$ cat src/rtl/vp_status_responder.sv
// Memory-mapped virtual-peripheral responder on the data OBI port: end-of-test
// flags, console print FIFO and a free-running 64-bit cycle counter.
module vp_status_responder #(
  parameter logic [31:0] BASE_ADDR        = 32'h1500_0000,
  parameter int unsigned PRINT_FIFO_DEPTH = 4,
  parameter logic [31:0] PASS_MAGIC       = 32'd123456789,
  parameter logic [31:0] FAIL_MAGIC       = 32'd1
) (
  input  logic        core_clk,
  input  logic        core_rst_n,
  input  logic        req_i,
  input  logic        we_i,
  input  logic [3:0]  be_i,
  input  logic [31:0] addr_i,
  input  logic [31:0] wdata_i,
  output logic        gnt_o,
  output logic        rvalid_o,
  output logic [31:0] rdata_o,
  output logic        tests_passed_o,
  output logic        tests_failed_o,
  output logic        exit_valid_o,
  output logic [31:0] exit_value_o,
  output logic        print_valid_o,
  output logic [7:0]  print_char_o,
  input  logic        print_ready_i
);

  localparam int unsigned AW = $clog2(PRINT_FIFO_DEPTH);
  localparam int unsigned CW = AW + 1;
  localparam logic [CW-1:0] FULL_LEVEL = CW'(PRINT_FIFO_DEPTH);

  typedef enum logic [2:0] {
    REG_PRINT       = 3'd0,
    REG_TEST_STATUS = 3'd1,
    REG_EXIT        = 3'd2,
    REG_CYCLE_LO    = 3'd3,
    REG_CYCLE_HI    = 3'd4,
    REG_PRINT_LEVEL = 3'd5,
    REG_RSVD6       = 3'd6,
    REG_RSVD7       = 3'd7
  } reg_sel_e;

  reg_sel_e      reg_sel;
  logic          fifo_empty;
  logic          fifo_full;
  logic          print_wr;
  logic          push;
  logic          pop;
  logic          gnt;
  logic [31:0]   rd_data;

  logic [AW-1:0] wr_ptr_q;
  logic [AW-1:0] rd_ptr_q;
  logic [CW-1:0] level_q;
  logic [7:0]    fifo_mem [PRINT_FIFO_DEPTH];

  logic [63:0]   cycle_cnt_q;
  logic [31:0]   cycle_hi_shadow_q;
  logic          rvalid_q;
  logic [31:0]   rdata_q;
  logic          passed_q;
  logic          failed_q;
  logic          exit_valid_q;
  logic [31:0]   exit_value_q;

  // The wrapper decodes the window; only the register offset is used here.
  logic unused_bits;
  assign unused_bits = ^{addr_i[31:5], addr_i[1:0], be_i[3:1], BASE_ADDR};

  assign reg_sel    = reg_sel_e'(addr_i[4:2]);
  assign fifo_empty = (level_q == '0);
  assign fifo_full  = (level_q == FULL_LEVEL);
  assign pop        = !fifo_empty && print_ready_i;
  assign print_wr   = req_i && we_i && (reg_sel == REG_PRINT) && be_i[0];
  // A simultaneous pop frees the slot, so a full FIFO only stalls without one.
  assign gnt        = req_i && !(print_wr && fifo_full && !pop);
  assign push       = gnt && print_wr;

  always_comb begin
    rd_data = '0;
    if (!we_i) begin
      case (reg_sel)
        REG_CYCLE_LO:    rd_data = cycle_cnt_q[31:0];
        REG_CYCLE_HI:    rd_data = cycle_hi_shadow_q;
        REG_PRINT_LEVEL: rd_data = 32'(level_q);
        default:         rd_data = '0;
      endcase
    end
  end

  always_ff @(posedge core_clk or negedge core_rst_n) begin
    if (!core_rst_n) begin
      cycle_cnt_q       <= '0;
      cycle_hi_shadow_q <= '0;
      rvalid_q          <= 1'b0;
      rdata_q           <= '0;
      passed_q          <= 1'b0;
      failed_q          <= 1'b0;
      exit_valid_q      <= 1'b0;
      exit_value_q      <= '0;
    end else begin
      cycle_cnt_q  <= cycle_cnt_q + 64'd1;
      rvalid_q     <= gnt;
      rdata_q      <= gnt ? rd_data : '0;
      passed_q     <= gnt && we_i && (reg_sel == REG_TEST_STATUS) && (wdata_i == PASS_MAGIC);
      failed_q     <= gnt && we_i && (reg_sel == REG_TEST_STATUS) && (wdata_i == FAIL_MAGIC);
      exit_valid_q <= gnt && we_i && (reg_sel == REG_EXIT);
      if (gnt && we_i && (reg_sel == REG_EXIT)) begin
        exit_value_q <= wdata_i;
      end
      // HI reads return the upper word captured by the preceding LO read.
      if (gnt && !we_i && (reg_sel == REG_CYCLE_LO)) begin
        cycle_hi_shadow_q <= cycle_cnt_q[63:32];
      end
    end
  end

  always_ff @(posedge core_clk or negedge core_rst_n) begin
    if (!core_rst_n) begin
      wr_ptr_q <= '0;
      rd_ptr_q <= '0;
      level_q  <= '0;
    end else begin
      if (push) begin
        wr_ptr_q <= wr_ptr_q + AW'(1);
      end
      if (pop) begin
        rd_ptr_q <= rd_ptr_q + AW'(1);
      end
      case ({push, pop})
        2'b10:   level_q <= level_q + CW'(1);
        2'b01:   level_q <= level_q - CW'(1);
        default: level_q <= level_q;
      endcase
    end
  end

  always_ff @(posedge core_clk) begin
    if (push) begin
      fifo_mem[wr_ptr_q] <= wdata_i[7:0];
    end
  end

  assign gnt_o          = gnt;
  assign rvalid_o       = rvalid_q;
  assign rdata_o        = rdata_q;
  assign tests_passed_o = passed_q;
  assign tests_failed_o = failed_q;
  assign exit_valid_o   = exit_valid_q;
  assign exit_value_o   = exit_value_q;
  assign print_valid_o  = !fifo_empty;
  assign print_char_o   = fifo_empty ? '0 : fifo_mem[rd_ptr_q];

endmodule

$ cat config.mk
export PLATFORM = sky130hd
export DESIGN_NAME = vp_status_responder
export DESIGN_NICKNAME = d
export VERILOG_FILES = /design/src/rtl/vp_status_responder.sv
export SDC_FILE = /design/constraint.sdc
export NUM_CORES = 1
export LEC_CHECK = 0
export ABC_CLOCK_PERIOD_IN_PS = 3230
export BUFFER_PORTS_ARGS = -buffer_cell sky130_fd_sc_hd__buf_4
export CAP_MARGIN = 20
export CORE_ASPECT_RATIO = 1.2
export CORE_UTILIZATION = 58
export CTS_BUF_LIST = sky130_fd_sc_hd__clkbuf_4 sky130_fd_sc_hd__clkbuf_8
export DETAILED_ROUTE_END_ITERATION = 7
export PLACE_DENSITY = 0.82
export REMOVE_ABC_BUFFERS = 1
export SLEW_MARGIN = 20
export SYNTH_ARGS = -nofsm -noshare
export SYNTH_HDL_FRONTEND = slang
export SYNTH_SLANG_ARGS = --single-unit
$ cat constraint.sdc
create_clock -name core_clk -period 3.23 [get_ports core_clk]
set_input_delay 0.646 -clock core_clk [delete_from_list [all_inputs] [get_ports core_clk]]
set_output_delay 0.646 -clock core_clk [all_outputs]
set_load 0.05 [all_outputs]
After elaboration in Yosys (flattened, before gate mapping). Memory sizes are Yosys's and may differ from the RTL's. Cells that the tools add are included.

Register bits after elaboration: 171. Memory bits (writable): 32. Input port bits: 73. Output and inout port bits: 78. Logic and storage cells: 56. Memories kept: 1.

Memories: fifo_mem (depth 4, bits a word 8, read ports 1, clocked after Yosys merged registers in 0, wr ports 1, line 55) `logic [7:0] fifo_mem [PRINT_FIFO_DEPTH];`.

Add/subtract/negate cells: 5. Equality and inequality tests: 10. Multiplexer cells: 7. Reduce and logical (&&, ||, !) cells: 22.

Operators with widths (count): $pmux W32 S3 (1); $add A64 B1 Y64 const B (1); $mux W32 (2); $eq A32 B1 Y1 const B (1); $eq A32 B27 Y1 const B (1); $logic_and A1 B1 Y1 (15); $eq A3 B3 Y1 const B (3); $mux W8 (1); $eq A3 B2 Y1 const B (2); $logic_not A3 Y1 (2); $pmux W3 S2 (1); $add A2 B1 Y2 const B (2); $logic_not A1 Y1 (4); $add A3 B1 Y3 const B (1); $eq A3 B1 Y1 const B (1); $sub A3 B1 Y3 const B (1); $eq A2 B1 Y1 const B (1); $eq A2 B2 Y1 const B (1); $mux W1 (2); $reduce_bool A2 Y1 (1).

Logic depth before layout (Yosys ltp). Gate-level depths: netlist (run 1).

Depth in word-level cells: 10. Gate-level depth with buffers: 11. Depth with buffers taken out: 10.

Worst setup path after synthesis (run 1). No wires, ideal clock.

Path type: input port to flip-flop. Start: in print_ready_i. End: reg level_q[2]. Library setup time: 0.079 ns. Arrival time: 2.564 ns. Setup slack: 0.587 ns. Stages: 10. Path buffers: 1. Cell sequence: or4b_2 > nor2b_1 > clkbuf_1 > inv_1 > ha_1 > inv_1 > fa_1 > xor2_1 > nor2_1 > xor2_1.

Word-level cells in the longest chain between the ends: 8. Elaborated cells on any way between the ends: 10. Classes of those cells: 2 x eq/ne; 1 x mux; 7 x reduce/logical.

RTL lines: start, declared (line 25) `input logic print_ready_i`; $logic_and A1 B1 Y1 (*) (line 73) `assign pop = !fifo_empty && print_ready_i;`; $logic_not A1 Y1 (line 76) `assign gnt = req_i && !(print_wr && fifo_full && !pop);`; $logic_and A1 B1 Y1 (line 76); $logic_not A1 Y1 (line 76); $logic_and A1 B1 Y1 (line 76); $logic_and A1 B1 Y1 (line 77) `assign push = gnt && print_wr;`; $eq A2 B1 Y1 or $eq A2 B2 Y1 (tied branches) (line 130) `case ({push, pop})`; $pmux W3 S2 or $reduce_bool A2 Y1 (tied branches); end signal, assigned (line 131) `2'b10: level_q <= level_q + CW'(1);`; end signal, assigned (line 132) `2'b01: level_q <= level_q - CW'(1);`; end signal, assigned (line 133) `default: level_q <= level_q;`; end, declared (line 54) `logic [CW-1:0] level_q;`.

Mark *: on every way between the ends. The rest lies on a longest branch, timed or not. A chain may end at the register's enable or synchronous reset.

Worst setup path after layout (run 1).
Start: reg level_q[0]. End: out gnt_o.

Word-level cells in the longest chain between the ends: 7. Elaborated cells on any way between the ends: 9. Classes of those cells: 1 x eq/ne; 8 x reduce/logical.

RTL lines: $logic_not A3 Y1 (line 71) `assign fifo_empty = (level_q == '0);`; $logic_not A1 Y1 (line 73); $logic_and A1 B1 Y1 (line 73); $logic_not A1 Y1 (line 76); $logic_and A1 B1 Y1 (*) (line 76); $logic_not A1 Y1 (*) (line 76); $logic_and A1 B1 Y1 (*) (line 76); end, declared (line 16) `output logic gnt_o,`.

Marks and branches as above.

==> results of run 1 <==
[worst max-delay path: cells and delay by family (launching register included)]
| kind | cells | cell delay, ps |
|---|---|---|
| and+or+nand+nor | 1 | 680 |
| DFF | 1 | 440 |
| AOI/OAI and AO/OA | 1 | 380 |
| buffers and inverters | 2 | 310 |
[cell usage in the layout (no fill, tap or decap), types with 26 or more instances in the layout]
cell and count:
dfrtp_1 171, nand2_1 26, buf_4 126, a22oi_1 32, mux2_2 63, xor2_1 30
xnor2_1 38, clkbuf_8 42, nor2_1 56, edfxtp_1 32
[through the flow]
step | power (µW) | hold WS (ps) | util | instances
4_1_cts | 6586 | 113.0 | 0.7270 | 962
2_1_floorplan | 3867 | 350.4 | - | 607
3_3_place_gp | 4317 | 459.4 | 0.6785 | 906
6_report | 6531 | 90.68 | 0.7270 | 962
3_5_place_dp | 4368 | 465.0 | 0.6785 | 906
5_1_grt | 6784 | 131.1 | 0.7270 | 962
[report_power, final]
group	leakage (µW)	internal, µW	switching (µW)
clock network	0.000365	1290	931
registers	0.00259	2740	146
logic	0.00176	513	913
total	0.00471	4540	1990
[synthesized netlist by cell type (all sizes together)]
cell type,n,area share
a22o,3,0.0031
a22oi,32,0.029
and2,16,0.012
and3,9,0.0067
and3b,1,0.0010
and4,3,0.0031
and4b,1,0.0012
buf,10,0.0060
clkbuf,17,0.0076
dfrtp,171,0.51
edfxtp,32,0.11
fa,1,0.0024
ha,6,0.0089
inv,15,0.0067
mux2,64,0.086
mux2i,1,0.0012
mux4,8,0.021
nand2,26,0.012
nand2b,1,0.00074
nand3,23,0.014
nand4,26,0.023
nand4b,2,0.0021
nor2,57,0.025
nor2b,4,0.0030
nor3,13,0.0083
nor3b,1,0.00089
nor4,13,0.013
nor4b,2,0.0021
o21ai,2,0.0012
o21bai,1,0.00089
or3,3,0.0022
or4b,2,0.0024
xnor2,38,0.040
xor2,30,0.031
[layer usage]
layer	global-route usage	up-vias	wire [µm]
li1	-	2514	-
met4	0.09234	0	415
met1	0.3168	2857	7174
met2	0.4420	179	9321
met3	0.04248	33	960
met5	0	-	0
[registers in the layout, summed over array words and instances, names as in the netlist]
name               flops
exit_valid_o           1
cycle_cnt_q           64
rd_ptr_q               2
wr_ptr_q               2
fifo_mem              32
cycle_hi_shadow_q     32
rdata_o               32
level_q                3
rvalid_o               1
tests_failed_o         1
tests_passed_o         1
exit_value_o          32
[how the worst max path moves through the flow]
| stage | startpoint | depth (start not counted) | endpoint |
|---|---|---|---|
| finish | level_q[0]$_DFFE_PN0P_ | 4 | gnt_o |
| global route | level_q[0]$_DFFE_PN0P_ | 4 | gnt_o |
| CTS | level_q[0]$_DFFE_PN0P_ | 4 | gnt_o |
| detailed placement | print_ready_i | 10 | level_q[2]$_DFFE_PN0P_ |
| global placement | print_ready_i | 10 | level_q[2]$_DFFE_PN0P_ |
| floorplan | addr_i[3] | 4 | cycle_hi_shadow_q[0]$_DFFE_PN0P_ |
[cell type report]
cell class,instances,area (µm²),share of cell area
clock buffers,54,668.1,0.06567
clock inverters,2,10.01,0.0009838
inverters,15,56.30,0.005534
multi-input cells,389,3009,0.2957
flip-flops and latches,203,5240,0.5150
well taps,171,214.0,0.02103
repair buffers,128,977.2,0.09604
[cells by family after synthesis]
group	after synthesis	synth area share
muxes	73	0.1084
DFF	203	0.6234
adders and majority gates	7	0.01131
and+or+nand+nor	203	0.1320
xor gates and xnor gates	68	0.07085
AOI/OAI and AO/OA	38	0.03379
buffers and inverters	42	0.02024
==> qor.log, run 1 <==
qor: status.outcome complete, but fails checks
qor: status.failed_checks DRC
qor: timing.post-route-worst-setup-slack 226.0 ps
qor: floorplanning.floorplan.initialDensity 0.6006
qor: timing.period_share 0.9300
qor: placement.placed_cell_area 9497 µm²
qor: routing.drtIter0Drc 429
qor: clock_tree.clock_path_buffers 3
qor: routing.vias 5583
qor: routing.wirelength 17.87 mm
qor: timing.maxSlewHeadroom 0.4654
qor: placement.post-dp-hpwl 12.28 mm
qor: worst_setup_path.worst-r2r-setup-slack 700 ps
qor: worst_setup_path.worst_r2r_endpoint level_q[2]$_DFFE_PN0P_
qor: synth.yosys_warns 0
qor: placement.placement.setup.worst_slack 420.1 ps
qor: worst_setup_path.timing.critical_path.to_type primary output
qor: job.timing.max_cap.violations 0
qor: routing.drt_drc 9
qor: routing.ant_nets 0
qor: global_routing.grt_start_max_net_pins 71
qor: timing.slew_viol_final 0
qor: final_layout.insertedDiodeCount 0
qor: synth.syn_area 8406 µm²
qor: timing.rsz0062_at_grt false
qor: worst_setup_path.worst-path-max-fanout 5
qor: power.static-leakage-power 0.004709 µW
qor: floorplanning.chipHeight 133.9 µm
qor: synth.synth.yosys.seq_area_share 0.6234
qor: clock_tree.htreeDepth 1
qor: timing.max_freq 332.9 MHz
qor: final_layout.final_net_count 847
qor: worst_setup_path.worstPathCellList or4b_2 > o21ai_0 > inv_1 > buf_4
qor: clock_tree.clk_root_buffer_cell clkbuf_8
qor: worst_setup_path.critical_path.startpoint_type flop
qor: floorplanning.die_width 111.9 µm
qor: clock_tree.cts-hold-fix-buffers 0
qor: worst_setup_path.slowest_stage or4b_2
qor: global_routing.wire_length_of_the_first_global_routing_pass 29.84 mm
qor: timing.period_minus_slack 3004 ps
qor: global_routing.overall_track_demand_over_capacity_in_global_routing 0.2523
qor: synth.library_cells_used_by_synthesis 40
qor: timing.timing.final.hold_violations 0
qor: final_layout.fraction_of_final_layout_cells_with_drive_strength_greater_than_1 0.3388
qor: global_routing.grt_remaining_overflow 0
qor: floorplanning.boundaryPins 151
qor: min_path.min_path_type in2async
qor: floorplanning.floorplan_die_area 14980 µm²
qor: worst_setup_path.critical_path.max_stage_delay 680 ps
qor: routing.detailedRoute.firstPassIterationCount 7
qor: routing.post_drt_via_cell_ratio 5.804
qor: floorplanning.rows 47
qor: timing.setup_tns 0 ps
qor: final_layout.areaGrowthSynthToFinish 21.05%
qor: timing.finalSetupViolations 0
qor: power.ir_worst_vdd 0.0003487 V
qor: floorplanning.core_area 14000 µm²
qor: clock_tree.clkLatencyLatePin 540 ps
qor: synth.synth_seq_cells 203
qor: clock_tree.tritoncts.num_buffers 30
qor: clock_tree.cts_num_sinks 203
qor: placement.gp_congestion 0.8536
qor: clock_tree.tritoncts_clock_tree built
qor: routing.wl_per_cell 18.58 µm
qor: global_routing.first_global_vias 5944
qor: worst_setup_path.rr_startpoint level_q[0]$_DFFE_PN0P_
qor: final_layout.layout.filler_cells 902
qor: clock_tree.postCtsSetupRepairBufs 0
qor: synth.postSynthCellCount 634
qor: clock_tree.cts_resizes 0
qor: power.cellPowerDensity 641.9 nW/µm²
qor: clock_tree.clkTransAtPathRegs 60 ps
qor: worst_setup_path.critical_path_arrival 2360 ps
qor: placement.port_buffers 118
qor: worst_setup_path.worst-endpoint-required 2580 ps
qor: synth.synthesis.area_per_instance 13.26 µm²
qor: timing.timing_worst_slew_pin_value 795.8 ps
qor: timing.clock-skew-final 11.18 ps
qor: worst_setup_path.worst_r2r_path_depth 9
qor: final_layout.layout.cell_area.non_filler 10170 µm²
qor: worst_setup_path.timing_worst_setup_path_type reg2out
qor: global_routing.grt_antenna_before_repair 0
(Power assumes the default switching activity.)
==> inputs of run 2 (changes only) <==
==> constraint.sdc (replaced) <==
create_clock -name core_clk -period 3.23 [get_ports core_clk]
set_input_delay 0 -clock core_clk [delete_from_list [all_inputs] [get_ports core_clk]]
set_output_delay 0 -clock core_clk [all_outputs]
set_load 0.05 [all_outputs]
==> run 2 against run 1 <==
Net effect: the run still ends with DRC left; highest routed layer unchanged; count of clock-buffer cells in the layout fell by 7; sequential share of layout area fell by 1.6 points; global-route usage rose by 1.8 points; maximum frequency rose by 4.2%; largest cell class unchanged; combinational power rose by 4%; first-iteration DRC count fell by 34%; largest power group unchanged.
==> qor.log, run 2 (same netlist as run 1, synthesis figures left out) <==
qor: status.outcome complete, but fails checks
qor: min_path.min_path_type in2reg
qor: worst_setup_path.worst_r2r_path_depth 9 [unchanged]
qor: timing.maxSlewHeadroom 0.4709 [+0.005450]
qor: timing.slew_viol_final 0 [unchanged]
qor: routing.wl_per_cell 19.27 µm [+3.7%]
qor: floorplanning.floorplan_die_area 14980 µm² [unchanged]
qor: floorplanning.floorplan.initialDensity 0.6006 [unchanged]
qor: global_routing.grt_remaining_overflow 0 [unchanged]
qor: placement.gp_congestion 0.8644 [+1.3%]
qor: placement.placement.setup.worst_slack 722.9 ps [+302.7 ps]
qor: worst_setup_path.worstPathCellList dlygate4sd3_1 > buf_4 > or4b_2 > dlygate4sd3_1 > nor4b_1 > nand4b_1 > nor2_1 > dlygate4sd3_1
qor: routing.detailedRoute.firstPassIterationCount 7 [unchanged]
qor: power.internal_power 4419 µW [-2.7%]
qor: global_routing.grt-busiest-layer met2
qor: worst_setup_path.worst-r2r-setup-slack 690 ps [about the same]
qor: min_path.timing.hold.worst_endpoint wr_ptr_q[0]$_DFFE_PN0P_
qor: floorplanning.rows 47 [unchanged]
qor: global_routing.wire_length_of_the_first_global_routing_pass 31.68 mm [+6.1%]
qor: worst_setup_path.rr_startpoint level_q[0]$_DFFE_PN0P_
qor: global_routing.first_global_vias 6165 [+3.7%]
qor: global_routing.grt_antenna_before_repair 0 [unchanged]
qor: worst_setup_path.worst_r2r_endpoint level_q[2]$_DFFE_PN0P_
qor: final_layout.largest_register cycle_cnt_q
qor: worst_setup_path.largest_delay_contributor_family_on_the_critical_path buffers and inverters
qor: final_layout.fraction_of_final_layout_cells_with_drive_strength_greater_than_1 0.3148 [-0.02397]
qor: clock_tree.tritoncts_clock_tree built
qor: power.ir_worst_vdd 0.0002977 V [-15%]
qor: routing.drtIter0Drc 284 [-34%]
qor: final_layout.layout_common_cells dfrtp_1, buf_4, mux2_2
qor: power.cellPowerDensity 613.6 nW/µm² [-4.4%]
qor: clock_tree.clock_path_buffers 3 [unchanged]
qor: routing.wirelength 19.27 mm [+7.8%]
qor: clock_tree.clkLatencyLatePin 550 ps [about the same]
qor: timing.final.hold.worst_slack 41.54 ps [-49.14 ps]
qor: clock_tree.tritoncts.num_buffers 30 [unchanged]
qor: worst_setup_path.cp_num_buf_inv 4 [+2]
qor: timing.setup_tns 0 ps [unchanged]
qor: power.power.net_switching 2024 µW [+1.7%]
qor: placement.port_buffers 118 [unchanged]
qor: worst_setup_path.worst-endpoint-required 3700 ps [+1120 ps]
qor: min_path.hold_path.startpoint addr_i[3]
qor: global_routing.groute.layer.met3.usage 0.03705 [-0.005423]
qor: timing.max_freq 346.8 MHz [+4.2%]
qor: floorplanning.boundaryPins 151 [unchanged]
qor: timing.period_minus_slack 2884 ps [-120.4 ps]
qor: worst_setup_path.crit_path_frequent_cell dlygate4sd3_1
qor: worst_setup_path.timing.critical_path.to_type flop
qor: placement.post-place-cells 905 [-0.11%]
qor: global_routing.overall_track_demand_over_capacity_in_global_routing 0.2701 [+0.01778]
qor: final_layout.final-instance-count-excl-fill 1000 [+4.0%]
qor: floorplanning.core_area 14000 µm² [unchanged]
qor: clock_tree.clkTransAtPathRegs 60 ps [about the same]
qor: final_layout.insertedDiodeCount 0 [unchanged]
qor: job.timing.max_cap.violations 0 [unchanged]
qor: final_layout.layout.cell_area.non_filler 10500 µm² [+3.2%]
qor: routing.drt_drc 9 [unchanged]
qor: power.p_comb_frac 0.231 [+0.013]
qor: timing.timing_worst_slew_pin_value 787.6 ps [-8.112 ps]
qor: final_layout.most_common_library_cell_in_the_layout_ignoring_fill_and_taps dfrtp_1
qor: status.failed_checks DRC
qor: power.share_seq_of_total_power 0.449 [+0.007]
qor: placement.placed_cell_area 9489 µm² [about the same]
qor: worst_setup_path.timing_worst_setup_path_type in2reg
qor: clock_tree.htreeDepth 1 [unchanged]
qor: worst_setup_path.critical_path.max_stage_delay 630 ps [-50 ps]
qor: worst_setup_path.slowest_stage or4b_2
qor: min_path.worst_hold_path.num_cells 4
qor: clock_tree.cts_num_sinks 203 [unchanged]
qor: floorplanning.die_width 111.9 µm [unchanged]
qor: final_layout.areaGrowthSynthToFinish 24.93%
qor: timing.timing.final.hold_violations 0 [unchanged]
qor: power.switching_share 0.3142 [+0.009412]
qor: global_routing.grtUsageMet2 0.4607 [+0.01863]
qor: timing.finalSetupViolations 0 [unchanged]
qor: worst_setup_path.critical_path.startpoint_type primary input
qor: worst_setup_path.worst-path-max-fanout 5 [unchanged]
qor: final_layout.largest_register_ff_count 64 [unchanged]
qor: timing.post-route-worst-setup-slack 346.4 ps [+120.4 ps]
qor: clock_tree.clk_root_buffer_cell clkbuf_8
qor: timing.clock-skew-final 19.46 ps [+8.275 ps]
qor: final_layout.final_net_count 886 [+4.6%]
qor: global_routing.grt_start_max_net_pins 88 [+24%]
qor: power.pwr-share-clk 0.321 [-0.018]
qor: worst_setup_path.critical_path_arrival 3350 ps [+990 ps]
qor: routing.vias 5730 [+2.6%]
qor: floorplanning.chipHeight 133.9 µm [unchanged]
qor: routing.ant_nets 0 [unchanged]
qor: timing.period_share 0.8928 [-0.03726]
qor: power.static-leakage-power 0.004836 µW [+2.7%]
qor: routing.post_drt_via_cell_ratio 5.730 [-1.3%]
qor: placement.post-dp-hpwl 12.05 mm [-1.9%]
qor: timing.rsz0062_at_grt false
qor: global_routing.use_met1 0.3419 [+0.02510]
## run 2: cell count changes in the layout (fill, tap and decap cells not counted)
cell	before	now
buf_4	126	125
clkbuf_4	12	11
clkbuf_8	42	36
clkinv_1	0	5
clkinv_2	2	3
dlygate4sd3_1	0	40
## run 2: final cells by class
cell class	count	area, µm²
clock buffer	47	578.1
clock inverter	8	33.78
fill	835	3495
inverter	15	56.30
multi-input combinational	389	3009
sequential	203	5240
tap	171	214.0
timing repair buffer	167	1370
## run 2: how the worst max path moves through the flow
stage	cells after the start	to	from	slack, ps
2_1_floorplan	4	cycle_hi_shadow_q[0]$_DFFE_PN0P_	addr_i[3]	250
3_3_place_gp	9	level_q[2]$_DFFE_PN0P_	level_q[1]$_DFFE_PN0P_	800
3_5_place_dp	9	level_q[2]$_DFFE_PN0P_	level_q[0]$_DFFE_PN0P_	720
4_1_cts	8	tests_failed_o$_DFF_PN0_	addr_i[4]	390
5_1_grt	8	tests_failed_o$_DFF_PN0_	addr_i[4]	290
6_report	8	tests_failed_o$_DFF_PN0_	addr_i[4]	350
## run 2: routing by layer
| layer | wire length [µm] | up-vias |
|---|---|---|
| met2 | 9909 | 188 |
| met1 | 7682 | 2881 |
| li1 | - | 2599 |
| met5 | 0 | - |
| met3 | 929 | 62 |
| met4 | 747 | 0 |
## run 2: metrics by stage
| step | utilization | power [µW] |
|---|---|---|
| after floorplan | - | 3867 |
| final | 0.7503 | 6443 |
| after global routing | 0.7503 | 6688 |
| after global placement | 0.6780 | 4317 |
| after CTS | 0.7503 | 6458 |
| after detailed placement | 0.6780 | 4370 |
## run 2: repair_timing
action,4_1_cts,5_1_grt
endpoints found under the hold margin,158,0
resized for setup,0,0
endpoints found under the setup margin,0,0
setup buffers,0,0
hold buffers,40,0
## run 2: worst reg2reg max path, delay by kind of cell (launching register included)
family / cells / cell delay (ps)
buf+inv: 2 / 160
xor+xnor: 2 / 320
fa+ha+maj: 2 / 550
flops: 1 / 420
simple gates: 3 / 1010
## run 2: power by group through the flow
stage	registers [µW]	clock network (µW)	logic (µW)
floorplan	3240	0	628
global placement	2920	0	1400
detailed placement	2930	0	1440
CTS	2880	2090	1480
global route	2910	2220	1550
finish	2890	2070	1490
